===== src/rtl/pp_sample_sched_pkg.sv =====
// Shared types and defaults for the ping-pong sample scheduler.
package pp_sample_sched_pkg;

  localparam int unsigned AW_DEF = 12;
  localparam int unsigned NW_DEF = 16;

  typedef enum logic [1:0] {
    BANK_EMPTY = 2'd0,
    BANK_FULL  = 2'd1,
    BANK_DONE  = 2'd2
  } bank_st_e;

  typedef enum logic {
    ST_IDLE = 1'b0,
    ST_RUN  = 1'b1
  } sched_st_e;

endpackage


===== src/rtl/pp_word_cnt.sv =====
// Word counter with terminal-count compare; wraps to 0 on the terminal increment.
module pp_word_cnt #(
  parameter int unsigned AW = 12
) (
  input  logic          clk,
  input  logic          rst_n,
  input  logic          clr,
  input  logic          inc,
  input  logic [AW-1:0] last,
  output logic [AW-1:0] cnt,
  output logic          tc_c
);

  assign tc_c = (cnt == last);

  always_ff @(posedge clk or negedge rst_n) begin
    if (!rst_n) begin
      cnt <= '0;
    end else if (clr) begin
      cnt <= '0;
    end else if (inc) begin
      cnt <= tc_c ? '0 : cnt + AW'(1);
    end
  end

endmodule


===== src/rtl/pp_sample_sched.sv =====
// Ping-pong scheduler: overlaps fill, exec and drain of the two src/dst sample banks.
module pp_sample_sched
  import pp_sample_sched_pkg::*;
#(
  parameter int unsigned AW = AW_DEF,
  parameter int unsigned NW = NW_DEF
) (
  input  logic          AXIS_ACLK,
  input  logic          AXIS_ARESETN,
  input  logic          clr,
  input  logic          start,
  input  logic [NW-1:0] nsample,
  input  logic [AW-1:0] ss,
  input  logic [AW-1:0] ds,
  input  logic          src_valid,
  output logic          src_ready,
  output logic          src_v,
  output logic [AW-1:0] src_a,
  output logic          inp,
  output logic          s_init,
  input  logic          s_fin,
  output logic          execp,
  output logic          dst_valid,
  input  logic          dst_ready,
  output logic          dst_v,
  output logic [AW-1:0] dst_a,
  output logic          dst_last,
  output logic          outp,
  output logic          busy,
  output logic          done
);

  sched_st_e     state_q, state_n;
  bank_st_e      bank_q [2];
  bank_st_e      bank_n [2];
  logic          inp_n, execp_n, outp_n;
  logic          exec_busy_q, exec_busy_n;
  logic          s_init_n, src_ready_n, dst_valid_n, busy_n, done_n;
  logic [NW-1:0] fills_left_q, fills_left_n;
  logic [NW-1:0] drained_q, drained_n;
  logic [NW-1:0] nsample_q, nsample_n;
  logic [AW-1:0] ss_m1_q, ss_m1_n;
  logic [AW-1:0] ds_m1_q, ds_m1_n;
  logic          src_tc, dst_tc;
  logic          fill_end, drain_end;

  assign src_v     = src_valid & src_ready;
  assign dst_v     = dst_valid & dst_ready;
  assign dst_last  = dst_valid & dst_tc;
  assign fill_end  = src_v & src_tc;
  assign drain_end = dst_v & dst_tc;

  // ss/ds of 0 give a last index of all-ones, i.e. a full 2^AW-word sample.
  pp_word_cnt #(.AW(AW)) u_fill_cnt (
    .clk   (AXIS_ACLK),
    .rst_n (AXIS_ARESETN),
    .clr   (clr),
    .inc   (src_v),
    .last  (ss_m1_q),
    .cnt   (src_a),
    .tc_c  (src_tc)
  );

  pp_word_cnt #(.AW(AW)) u_drain_cnt (
    .clk   (AXIS_ACLK),
    .rst_n (AXIS_ARESETN),
    .clr   (clr),
    .inc   (dst_v),
    .last  (ds_m1_q),
    .cnt   (dst_a),
    .tc_c  (dst_tc)
  );

  // Next-state: each engine only touches a bank in its own source state, so no conflicts.
  always_comb begin
    state_n      = state_q;
    bank_n       = bank_q;
    inp_n        = inp;
    execp_n      = execp;
    outp_n       = outp;
    exec_busy_n  = exec_busy_q;
    fills_left_n = fills_left_q;
    drained_n    = drained_q;
    nsample_n    = nsample_q;
    ss_m1_n      = ss_m1_q;
    ds_m1_n      = ds_m1_q;
    busy_n       = busy;
    done_n       = 1'b0;
    s_init_n     = 1'b0;

    if (clr) begin
      state_n      = ST_IDLE;
      bank_n[0]    = BANK_EMPTY;
      bank_n[1]    = BANK_EMPTY;
      inp_n        = 1'b0;
      execp_n      = 1'b0;
      outp_n       = 1'b0;
      exec_busy_n  = 1'b0;
      fills_left_n = '0;
      drained_n    = '0;
      nsample_n    = '0;
      ss_m1_n      = '0;
      ds_m1_n      = '0;
      busy_n       = 1'b0;
    end else begin
      case (state_q)
        ST_IDLE: begin
          if (start) begin
            if (nsample == '0) begin
              done_n = 1'b1;
            end else begin
              state_n      = ST_RUN;
              busy_n       = 1'b1;
              nsample_n    = nsample;
              fills_left_n = nsample;
              drained_n    = '0;
              ss_m1_n      = ss - AW'(1);
              ds_m1_n      = ds - AW'(1);
            end
          end
        end
        ST_RUN: begin
          if (fill_end) begin
            bank_n[inp]  = BANK_FULL;
            inp_n        = ~inp;
            fills_left_n = fills_left_q - NW'(1);
          end
          if (exec_busy_q && s_fin) begin
            bank_n[execp] = BANK_DONE;
            execp_n       = ~execp;
            exec_busy_n   = 1'b0;
          end else if (!exec_busy_q && (bank_q[execp] == BANK_FULL)) begin
            s_init_n    = 1'b1;
            exec_busy_n = 1'b1;
          end
          if (drain_end) begin
            bank_n[outp] = BANK_EMPTY;
            outp_n       = ~outp;
            drained_n    = drained_q + NW'(1);
            if ((drained_q + NW'(1)) == nsample_q) begin
              state_n = ST_IDLE;
              busy_n  = 1'b0;
              done_n  = 1'b1;
            end
          end
        end
        default: state_n = ST_IDLE;
      endcase
    end

    // Handshake enables are registered from next state; nothing depends on src_valid.
    src_ready_n = (state_n == ST_RUN) && (fills_left_n != '0) && (bank_n[inp_n] == BANK_EMPTY);
    dst_valid_n = (state_n == ST_RUN) && (bank_n[outp_n] == BANK_DONE);
  end

  always_ff @(posedge AXIS_ACLK or negedge AXIS_ARESETN) begin
    if (!AXIS_ARESETN) begin
      state_q      <= ST_IDLE;
      bank_q[0]    <= BANK_EMPTY;
      bank_q[1]    <= BANK_EMPTY;
      inp          <= 1'b0;
      execp        <= 1'b0;
      outp         <= 1'b0;
      exec_busy_q  <= 1'b0;
      fills_left_q <= '0;
      drained_q    <= '0;
      nsample_q    <= '0;
      ss_m1_q      <= '0;
      ds_m1_q      <= '0;
      busy         <= 1'b0;
      done         <= 1'b0;
      s_init       <= 1'b0;
      src_ready    <= 1'b0;
      dst_valid    <= 1'b0;
    end else begin
      state_q      <= state_n;
      bank_q[0]    <= bank_n[0];
      bank_q[1]    <= bank_n[1];
      inp          <= inp_n;
      execp        <= execp_n;
      outp         <= outp_n;
      exec_busy_q  <= exec_busy_n;
      fills_left_q <= fills_left_n;
      drained_q    <= drained_n;
      nsample_q    <= nsample_n;
      ss_m1_q      <= ss_m1_n;
      ds_m1_q      <= ds_m1_n;
      busy         <= busy_n;
      done         <= done_n;
      s_init       <= s_init_n;
      src_ready    <= src_ready_n;
      dst_valid    <= dst_valid_n;
    end
  end

endmodule

===== config.mk =====
export PLATFORM = sky130hd
export DESIGN_NAME = pp_sample_sched
export DESIGN_NICKNAME = d
export VERILOG_FILES = /design/src/rtl/pp_sample_sched_pkg.sv /design/src/rtl/pp_word_cnt.sv /design/src/rtl/pp_sample_sched.sv
export SDC_FILE = /design/constraint.sdc
export NUM_CORES = 1
export LEC_CHECK = 0
export CORE_UTILIZATION = 49
export DETAILED_ROUTE_END_ITERATION = 12
export PLACE_DENSITY_LB_ADDON = 0.3
export REMOVE_ABC_BUFFERS = 1
export SETUP_SLACK_MARGIN = 0.1
export SYNTH_ARGS = -nofsm -noshare
export SYNTH_HDL_FRONTEND = slang
export SYNTH_HIERARCHICAL = 1
export SYNTH_SLANG_ARGS = --single-unit

===== constraint.sdc =====
create_clock -name AXIS_ACLK -period 4.3 [get_ports AXIS_ACLK]
set_clock_uncertainty 0.15 [all_clocks]
set_input_delay 0.86 -clock AXIS_ACLK [delete_from_list [all_inputs] [get_ports AXIS_ACLK]]
set_output_delay 0.86 -clock AXIS_ACLK [all_outputs]
set_load 0.05 [all_outputs]

* Word-level counts from Yosys, hierarchy flattened
Cells that the tools add are included.
** Word-level totals
- Word-level logic and storage cells :: 176
- Bits in read-only memories :: 0
- Latch bits :: 0
- Output and inout bits :: 35
- Memory bits (writable) :: 0
- Memories kept :: 0
- Bits of input ports :: 47
- Flip-flop bits (word level) :: 110
** Cells by class
- Eq/ne operators :: 11
- Reduce and logical (&&, ||, !) cells :: 23
- Add/subtract/negate cells :: 6
- Multiplexer cells :: 87
- Bitwise logic cells :: 22
- Divide/modulo/power cells :: 0
- Shift-type cells :: 0
- $mul :: 0
- $lt $le $gt $ge :: 8
** Operators with widths (number)
- 16-bit 2-to-1 mux :: 12
- 12-bit 2-to-1 mux :: 14
- 16-bit case mux with 2 select lines :: 2
- 4-bit 2-to-1 mux :: 9
- 1-bit 2-to-1 mux :: 32
- 12-bit by 1-bit adder with 12-bit output (second input constant) :: 2
- 12-bit equality test :: 2
- 2-bit 2-to-1 mux :: 12
- 12-bit by 1-bit subtractor with 12-bit output (second input constant) :: 2
- 16-bit by 1-bit adder with 16-bit output (second input constant) :: 1
- 16-bit equality test :: 1
- 16-bit logical NOT :: 1
- 16-bit nonzero test :: 1
- 16-bit by 1-bit subtractor with 16-bit output (second input constant) :: 1
- 2-bit >= comparator (second input constant) :: 5
- 1-bit NOT with 2-bit output :: 5
- 2-bit nonzero test :: 5
- 1-bit logical AND :: 8
- 2-bit demux with 1-bit select :: 3
- 2-bit by 1-bit < comparator with 1-bit output (second input constant) :: 3
- 3-bit by 2-bit inequality test with 1-bit output (second input constant) :: 2
- 3-bit inequality test (second input constant) :: 2
- 1-bit case mux with 2 select lines :: 3
- 3-bit AND reduction :: 2
- 15 further kinds :: 27

* Depth between registers and ports, before layout
Gate-level depths: netlist of the first run.
- Depth in word-level cells :: 23
- Gate-level depth with buffers :: 14
- Depth with buffers taken out :: 11

* Hierarchy
The synthesis of the first run kept the hierarchy.
** By module, submodules not included
- pp_sample_sched :: cells each 570, area an instance 5182.5 um^2, sequential area each 2152.1 um^2, times used 1
- pp_word_cnt at u_fill_cnt :: cells each 96, area an instance 847.1 um^2, sequential area each 300.3 um^2, times used 1
- pp_word_cnt at u_drain_cnt :: cells each 96, area an instance 845.8 um^2, sequential area each 300.3 um^2, times used 1

* Worst setup path after synthesis of the first run
No wires, ideal clock.
- Path type :: reg2reg
- From :: register u_fill_cnt.cnt[9]
- To :: register src_ready
- Period minus slack after synthesis :: 3.885 ns
- Required time :: 4.030 ns
- Arrival :: 3.615 ns
- Cell stages (with the launch flop) :: 14
- Library setup time :: 0.120 ns
- Path buffers :: 2
- Slack :: 0.415 ns
- Cell sequence :: dfrtp_1 -> clkbuf_2 -> xor2_1 -> nor4_1 -> nand3_1 -> buf_2 -> inv_1 -> nand4_1 -> nor4_1 -> xnor2_1 -> a211oi_1 -> or4b_1 -> or4_1 -> o211a_1
** On the way
- Elaborated cells between the ends (all ways) :: 28
** RTL lines
- start: declaration :: line pp_word_cnt.sv:10 : output logic [AW-1:0] cnt,
- start signal: assignment :: line pp_word_cnt.sv:22 : cnt <= tc_c ? '0 : cnt + AW'(1);
- 12-bit equality test :: line pp_word_cnt.sv:14 : assign tc_c = (cnt == last);
- via src_tc :: line pp_sample_sched.sv:44 : logic src_tc, dst_tc;
- 1-bit bitwise AND :: line pp_sample_sched.sv:50 : assign fill_end = src_v & src_tc;
- 16-bit 2-to-1 mux :: line pp_sample_sched.sv:123 : if (fill_end) begin
- 16-bit case mux with 2 select lines :: line pp_sample_sched.sv:106 : case (state_q)
- 16-bit 2-to-1 mux :: line pp_sample_sched.sv:91 : if (clr) begin
- via fills_left_n[10] :: line pp_sample_sched.sv:39 : logic [NW-1:0] fills_left_q, fills_left_n;
- 16-bit nonzero test :: line pp_sample_sched.sv:152 : src_ready_n = (state_n == ST_RUN) && (fills_left_n != '0) && (bank_n[inp_n] == BANK_EMPTY);
- 1-bit logical AND (2 in series) :: line pp_sample_sched.sv:152
- via src_ready_n :: line pp_sample_sched.sv:38 : logic s_init_n, src_ready_n, dst_valid_n, busy_n, done_n;
- end signal: assignment :: line pp_sample_sched.sv:191 : src_ready <= src_ready_n;
- end: declaration :: line pp_sample_sched.sv:16 : output logic src_ready,
The timed path passes the listed nets, and every way through them passes these cells. The select of a mux whose other input is x is not followed.
A chain may end at the register's enable or synchronous reset.

* Worst setup path in the final report of the first run
- From :: register u_drain_cnt.cnt[5]
- To :: output port dst_last
** On the way
- Word-level cells in the longest chain between the ends :: 2
** RTL lines
- start: declaration :: line pp_word_cnt.sv:10
- start signal: assignment :: line pp_word_cnt.sv:22
- 12-bit equality test :: line pp_word_cnt.sv:14
- via dst_tc :: line pp_sample_sched.sv:44
- 1-bit bitwise AND :: line pp_sample_sched.sv:49 : assign dst_last = dst_valid & dst_tc;
- end: declaration :: line pp_sample_sched.sv:27 : output logic dst_last,
The timed path passes the listed nets, and every way through them passes these cells.

==> results_dict.tcl, run 1 <==
set metrics [dict create \
    yosys_reg_bits 110 \
    report.power.total_mw 2.31 \
    pwr_density_cell_mw_per_mm2 284 \
    finalMaxSlewViolations 0 \
    hold-path-cell-count 1 \
    run_status "complete, no violations" \
    grt_max_degree 69 \
    cell_count_of_the_worst_reg_to_reg_path 11 \
    cp_max_fo 13 \
    finalSetupViolCount 0 \
    dpl.hpwl_um 13300 \
    post-cts-setup-buffer-count 0 \
    cts_made_buffers 9 \
    grt_pass1_wl_um 31200 \
    tightestPinTransition_ns 0.880 \
    post_syn_area_per_cell_um2 9.02 \
    finalWeightedCongestion 0.919 \
    synthFlopType "dfrtp_1" \
    gr-total-overflow 0 \
    critPathMaxStageDelay_ns 0.81 \
    clk_transition_reported_paths_ns 0.08 \
    maxCapViolations 0 \
    first_pass_iters 5 \
    clockBufferDepth 2 \
    maxClockFrequency_ghz 0.262 \
    clk-insertion-delay-late_ns 0.36 \
    synth.cells.most_frequent "dfrtp_1, nor2_1, nand2_1" \
    worst_max_slew_margin_expressed_relative_to_the_limit_pct 41.3 \
    yosys.area.top_type "dfrtp_1" \
    layout_worst_path_cycle_share_pct 88.6 \
    cts.hold.buffers_added 0 \
    grt_antenna_before_repair 0 \
    crit_arrival_ns 2.80 \
    mappedNetlistArea_mm2 0.00688 \
    finalHoldViolCount 0 \
    clock_tree_from_tritoncts "built" \
    rsz0062_at_grt "no" \
    finalNetCount 882 \
    cts.repair.resized 0 \
    synth_warnings 6 \
    synth-seq-area-share_pct 40.0 \
    synth_cells 762 \
    antenna_diode_count 0 \
    yosys.cell_count.top_type "dfrtp_1" \
    route.antenna.remaining_nets 0 \
    dominant_combinational_cell_family_by_area_after_synthesis "simple AND/OR/NAND/NOR gates" \
    num_io_pins 82 \
    cts_htree_levels 3 \
    synth-edff-count 0 \
    min_path_type "reg2reg" \
    core_area_mm2 0.0135 \
    setup.worst_path.start_class "register" \
    irDropWorstVdd_uv 206 \
    routedWlPerCell_um 18.3 \
    wl_um 18500 \
    post_synth_xor_area_fraction_pct 9.43 \
    yosys-mux-area-fraction_pct 0.874 \
    tns_ns 0 \
    floorplan.die.width_um 120 \
    syn2layout_area_growth_pct 18.3 \
    netlist.area_leader.share_pct 40.0 \
    post-route-util_pct 60.5 \
    synthAdderAreaFrac_pct 1.09 \
    numPortBuffers 81 \
    critPathCaptureType "output port" \
    count_of_clock_tree_sinks 110 \
    viasPerCell 6.18 \
    die_area_mm2 0.0145 \
    criticalPathCategory "reg2out" \
    fp.dieH_um 120 \
    clock_root_buffer_master "clkbuf_16" \
    worstPathRequired_ns 3.29 \
    post_synth_and_or_nand_nor_area_fraction_pct 26.2 \
    row_count 42 \
    fraction_of_layout_instances_using_a_drive_strength_above_1_pct 7.19 \
    crit_slowest_cell "clkdlybuf4s50_1" \
    drcViolationCount 0 \
    synthTopCellsByArea "dfrtp_1, xor2_1, nor2_1, xnor2_1, nand2_1" \
    grt_usage_pct 27.0 \
    initial_utilization_pct 51.1 \
    static-leakage-power_nw 3.37 \
    period_needed_ns 3.81 \
    ys_async_rst_share_pct 100 \
    yosys.cell_types.count 72 \
    crit_chain "xor2_1 > nor4_1 > nand3_1 > buf_4 > inv_1 > and2_1 > clkdlybuf4s50_1" \
    drtIter0Drc 704 \
    first_global_vias 6129 \
    synth-compound-area-share_pct 18.5 \
    vias 6245 \
]
## flip-flops by register name, summed over array words and instances, names as in the netlist
name	cells
drained_q	16
fills_left_q	16
nsample_q	16
ds_m1_q	12
ss_m1_q	12
u_drain_cnt/cnt	12
u_fill_cnt/cnt	12
bank_q	4
busy	1
done	1
dst_valid	1
exec_busy_q	1
execp	1
inp	1
outp	1
s_init	1
src_ready	1
state_q	1
## worst paths after layout
check                                        to               start  slack, ns
worst max-delay path                   dst_last  u_drain_cnt/cnt[5]       0.49
worst min-delay path              drained_q[15]       drained_q[15]       0.38
worst max register to register        src_ready   u_fill_cnt/cnt[4]       0.50
worst min register to register    drained_q[15]       drained_q[15]       0.38
max in group asynchronous       fills_left_q[4]        AXIS_ARESETN       2.66
min in group asynchronous           ss_m1_q[11]        AXIS_ARESETN       0.46
## logic make-up (layout without fill, tap and decap cells)
group,count (synthesis),in the layout
xor+xnor,74,74
buf+inv,61,133
simple gates,320,320
flops,110,110
mux,6,6
compound gates,185,185
fa+ha+maj,6,6
## cells in the final DEF (no fill, tap or decap), types with 10 or more instances in the layout
master           netlist  routed
o21ai_0               43      43
dfrtp_1              110     110
a221oi_1              13      13
nor4_1                19      19
a31oi_1               11      11
nand4_1               20      20
or4_1                 10      10
clkdlybuf4s50_1        0      79
xor2_1                44      44
xnor2_1               30      30
inv_1                 16      16
nor2_1                70      70
nand2b_1              10      10
buf_4                  0      19
a211oi_1              28      28
a21oi_1               42      42
nand2_1               61      61
and3_1                19      19
nand3_1               19      19
nor3_1                18      18
## routing by layer
metal / wire [um] / part of all wire, % / up-vias / GRT usage, %
met5: 0 / 0 / - / 0
met4: 326 / 1.8 / 0 / 9.95
met3: 832 / 4.5 / 24 / 3.25
met2: 8890 / 48 / 208 / 43.1
met1: 8400 / 46 / 3048 / 37.8
li1: - / - / 2965 / -
## through the flow
stage               cell area (um^2)  std cells  hold WS (ns)  setup WS, ns
global route                    8130       1010         0.402         0.259
detailed placement              7850        994         0.365         0.420
finish                          8130       1010         0.379         0.490
floorplan                       6680        719         0.320         0.391
CTS                             8130       1010         0.384         0.487
global placement                7850        994         0.351         0.478
## report_power, final
| group | switching, mW | internal [mW] | total [mW] |
|---|---|---|---|
| Clock | 0.400 | 0.431 | 0.831 |
| Combinational | 0.211 | 0.149 | 0.360 |
| Sequential | 0.0465 | 1.07 | 1.12 |
## critical path, delay by kind of cell, from the launching register on
| kind | cells | cell delay [ns] |
|---|---|---|
| flip-flops | 1 | 0.48 |
| XOR/XNOR | 1 | 0.21 |
| buffers and inverters | 3 | 1.10 |
| AND/OR/NAND/NOR | 3 | 0.65 |
## cell type report
cell class                 instances  area (um^2)
tap                              176          220
inverter                          18         67.6
sequential                       110         2750
timing repair buffer              99          938
clock inverter                     3         25.0
fill                            1199         5320
multi-input combinational        591         3870
clock buffer                      13          260
No activity file was read; power rests on OpenSTA's default activity.
==> run 2, diff against run 1 <==
- CORE_ASPECT_RATIO: not set -> 1.2
==> run 2 against run 1 <==
Net effect:
- first-iteration DRC count decreased by 38%
- die area hardly changed
- combinational power about the same
- fmax grew 0.53%
- flip-flop and latch count is the same
- clock power increased by 8.1%
- final cell count down 0.50%
- design area up 0.37%
- critical path depth shrank 1
- sequential share of layout area shrank 0.12 points
- largest cell class unchanged
- worst setup slack improved by 0.020 ns
- sequential power about the same
==> results_dict.tcl, run 2 (synthesized netlist as in run 1, its figures left out) <==
set metrics [dict create \
    run_status "complete, no violations" \
    clock_root_buffer_master "clkbuf_16" \
    floorplan.die.width_um 110 \
    post-cts-setup-buffer-count 0 \
    cts.hold.buffers_added 0 \
    placed_inst_area_mm2 0.00785 \
    core_area_mm2 0.0138 \
    criticalPathCategory "reg2out" \
    switching_part_of_the_total_power_pct 27.1 \
    gr-total-overflow 0 \
    finalWeightedCongestion 0.913 \
    min_path_type "reg2reg" \
    clk-insertion-delay-late_ns 0.35 \
    cp_max_fo 8 \
    cts_made_buffers 9 \
    num_io_pins 82 \
    drtIter0Drc 433 \
    drcViolationCount 0 \
    dpl.hpwl_um 13200 \
    rsz0062_at_grt "no" \
    layout_worst_path_cycle_share_pct 88.1 \
    finalNetCount 883 \
    maxClockFrequency_ghz 0.264 \
    crit_arrival_ns 2.78 \
    worstPathRequired_ns 3.29 \
    period_needed_ns 3.79 \
    final_area_mm2 0.00816 \
    row_count 47 \
    pwr_density_cell_mw_per_mm2 292 \
    vias 6291 \
    finalSetupViolCount 0 \
    first_global_vias 6115 \
    share_seq_of_total_power_pct 47.1 \
    p_comb_share_pct 15.2 \
    setup.worst_path.start_class "register" \
    wl_um 18600 \
    initial_utilization_pct 50.0 \
    finalHoldViolCount 0 \
    dpl.cell_count 990 \
    stdcell_count 1005 \
    maxCapViolations 0 \
    antenna_diode_count 0 \
    netSwitchingPower_mw 0.646 \
    finalMaxSlewViolations 0 \
    viasPerCell 6.26 \
    power.clock.fraction_pct 37.7 \
    number_of_inserted_filler_cells_in_the_final_layout 1241 \
    irDropWorstVdd_uv 170 \
    clk_transition_reported_paths_ns 0.07 \
    die_area_mm2 0.0145 \
    grt_max_degree 68 \
    tns_ns 0 \
    grt_usage_pct 26.9 \
    internal_power_mw 1.74 \
    tightestPinTransition_ns 0.741 \
    worst_max_slew_margin_expressed_relative_to_the_limit_pct 50.3 \
    largestRegisters "drained_q: 16 flops, fills_left_q: 16 flops, nsample_q: 16 flops" \
    static-leakage-power_nw 3.39 \
    route.antenna.remaining_nets 0 \
    syn2layout_area_growth_pct 18.7 \
    fraction_of_layout_instances_using_a_drive_strength_above_1_pct 7.31 \
    fp.dieH_um 132 \
    clockBufferDepth 2 \
    layout_commonest_cell "dfrtp_1" \
    count_of_clock_tree_sinks 110 \
    grt_antenna_before_repair 0 \
    critPathCaptureType "output port" \
    first_pass_iters 7 \
    multiInputGateArea_mm2 0.00387 \
    grt_pass1_wl_um 30900 \
    routedWlPerCell_um 18.5 \
    layout.area.seq_mm2 0.00275 \
    cts_htree_levels 3 \
    cts.repair.resized 0 \
    clock_tree_from_tritoncts "built" \
    numPortBuffers 81 \
    most-common-layout-cells "dfrtp_1, clkdlybuf4s50_1, nor2_1, nand2_1, xor2_1" \
]
==> run 2: cell types whose count changed in the layout (fill, tap and decap cells not counted) <==
cell	delta
clkinvlp_4	-1
buf_2	-1
clkinv_2	+1
bufinv_16	+2
clkbuf_1	-1
clkbuf_8	-2
buf_4	+2
==> run 2: per-layer routing <==
layer | track usage (%) | vias up | part of all wire, % | routed length (um)
met5 | 0 | - | 0 | 0
met4 | 9.06 | 0 | 2.2 | 402
met3 | 2.87 | 32 | 3.9 | 728
met2 | 44.9 | 195 | 51 | 9490
met1 | 36.3 | 3087 | 43 | 7950
li1 | - | 2977 | - | -
==> run 2: final timing paths <==
kind	from	endpoint	slack [ns]	cells after the start
worst max-delay path	u_drain_cnt/cnt[3]	dst_last	0.51	6
worst min-delay path	drained_q[15]	drained_q[15]	0.37	1
worst max register to register	u_fill_cnt/cnt[4]	src_ready	0.55	11
worst min register to register	drained_q[15]	drained_q[15]	0.37	1
max in group asynchronous	AXIS_ARESETN	ss_m1_q[1]	2.65	2
min in group asynchronous	AXIS_ARESETN	drained_q[15]	0.42	1
==> run 2: worst max-delay path, stage by stage (launching register included) <==
cell and delay (ns):
dfrtp_1 0.48, xor2_1 0.20, nor4_1 0.50, nand3_1 0.20, inv_1 0.13, and2_1 0.13
clkdlybuf4s50_1 0.79
==> run 2: metrics by stage <==
| step | setup WS [ns] | util [%] | total power [mW] | hold WS, ns |
|---|---|---|---|---|
| 2_1_floorplan | 0.391 | - | 1.32 | 0.320 |
| 3_3_place_gp | 0.417 | 57.1 | 1.49 | 0.342 |
| 3_5_place_dp | 0.369 | 57.1 | 1.50 | 0.358 |
| 4_1_cts | 0.551 | 59.3 | 2.40 | 0.372 |
| 5_1_grt | 0.374 | 59.3 | 2.48 | 0.385 |
| 6_report | 0.510 | 59.3 | 2.38 | 0.369 |
==> run 2: cell type report <==
class	count	area share, %
Multi-Input combinational cell	591	47.4
Sequential cell	110	33.7
Timing Repair Buffer	100	11.6
Clock buffer	10	2.80
Tap cell	171	2.62
Clock inverter	5	1.01
Inverter	18	0.828
==> run 2: power by group through the flow <==
stage          Combinational, mW  Clock (mW)  Sequential [mW]
2_1_floorplan              0.181           0             1.14
3_3_place_gp               0.352           0             1.14
3_5_place_dp               0.358           0             1.14
4_1_cts                    0.361       0.916             1.12
5_1_grt                    0.396       0.953             1.13
6_report                   0.361       0.898             1.12
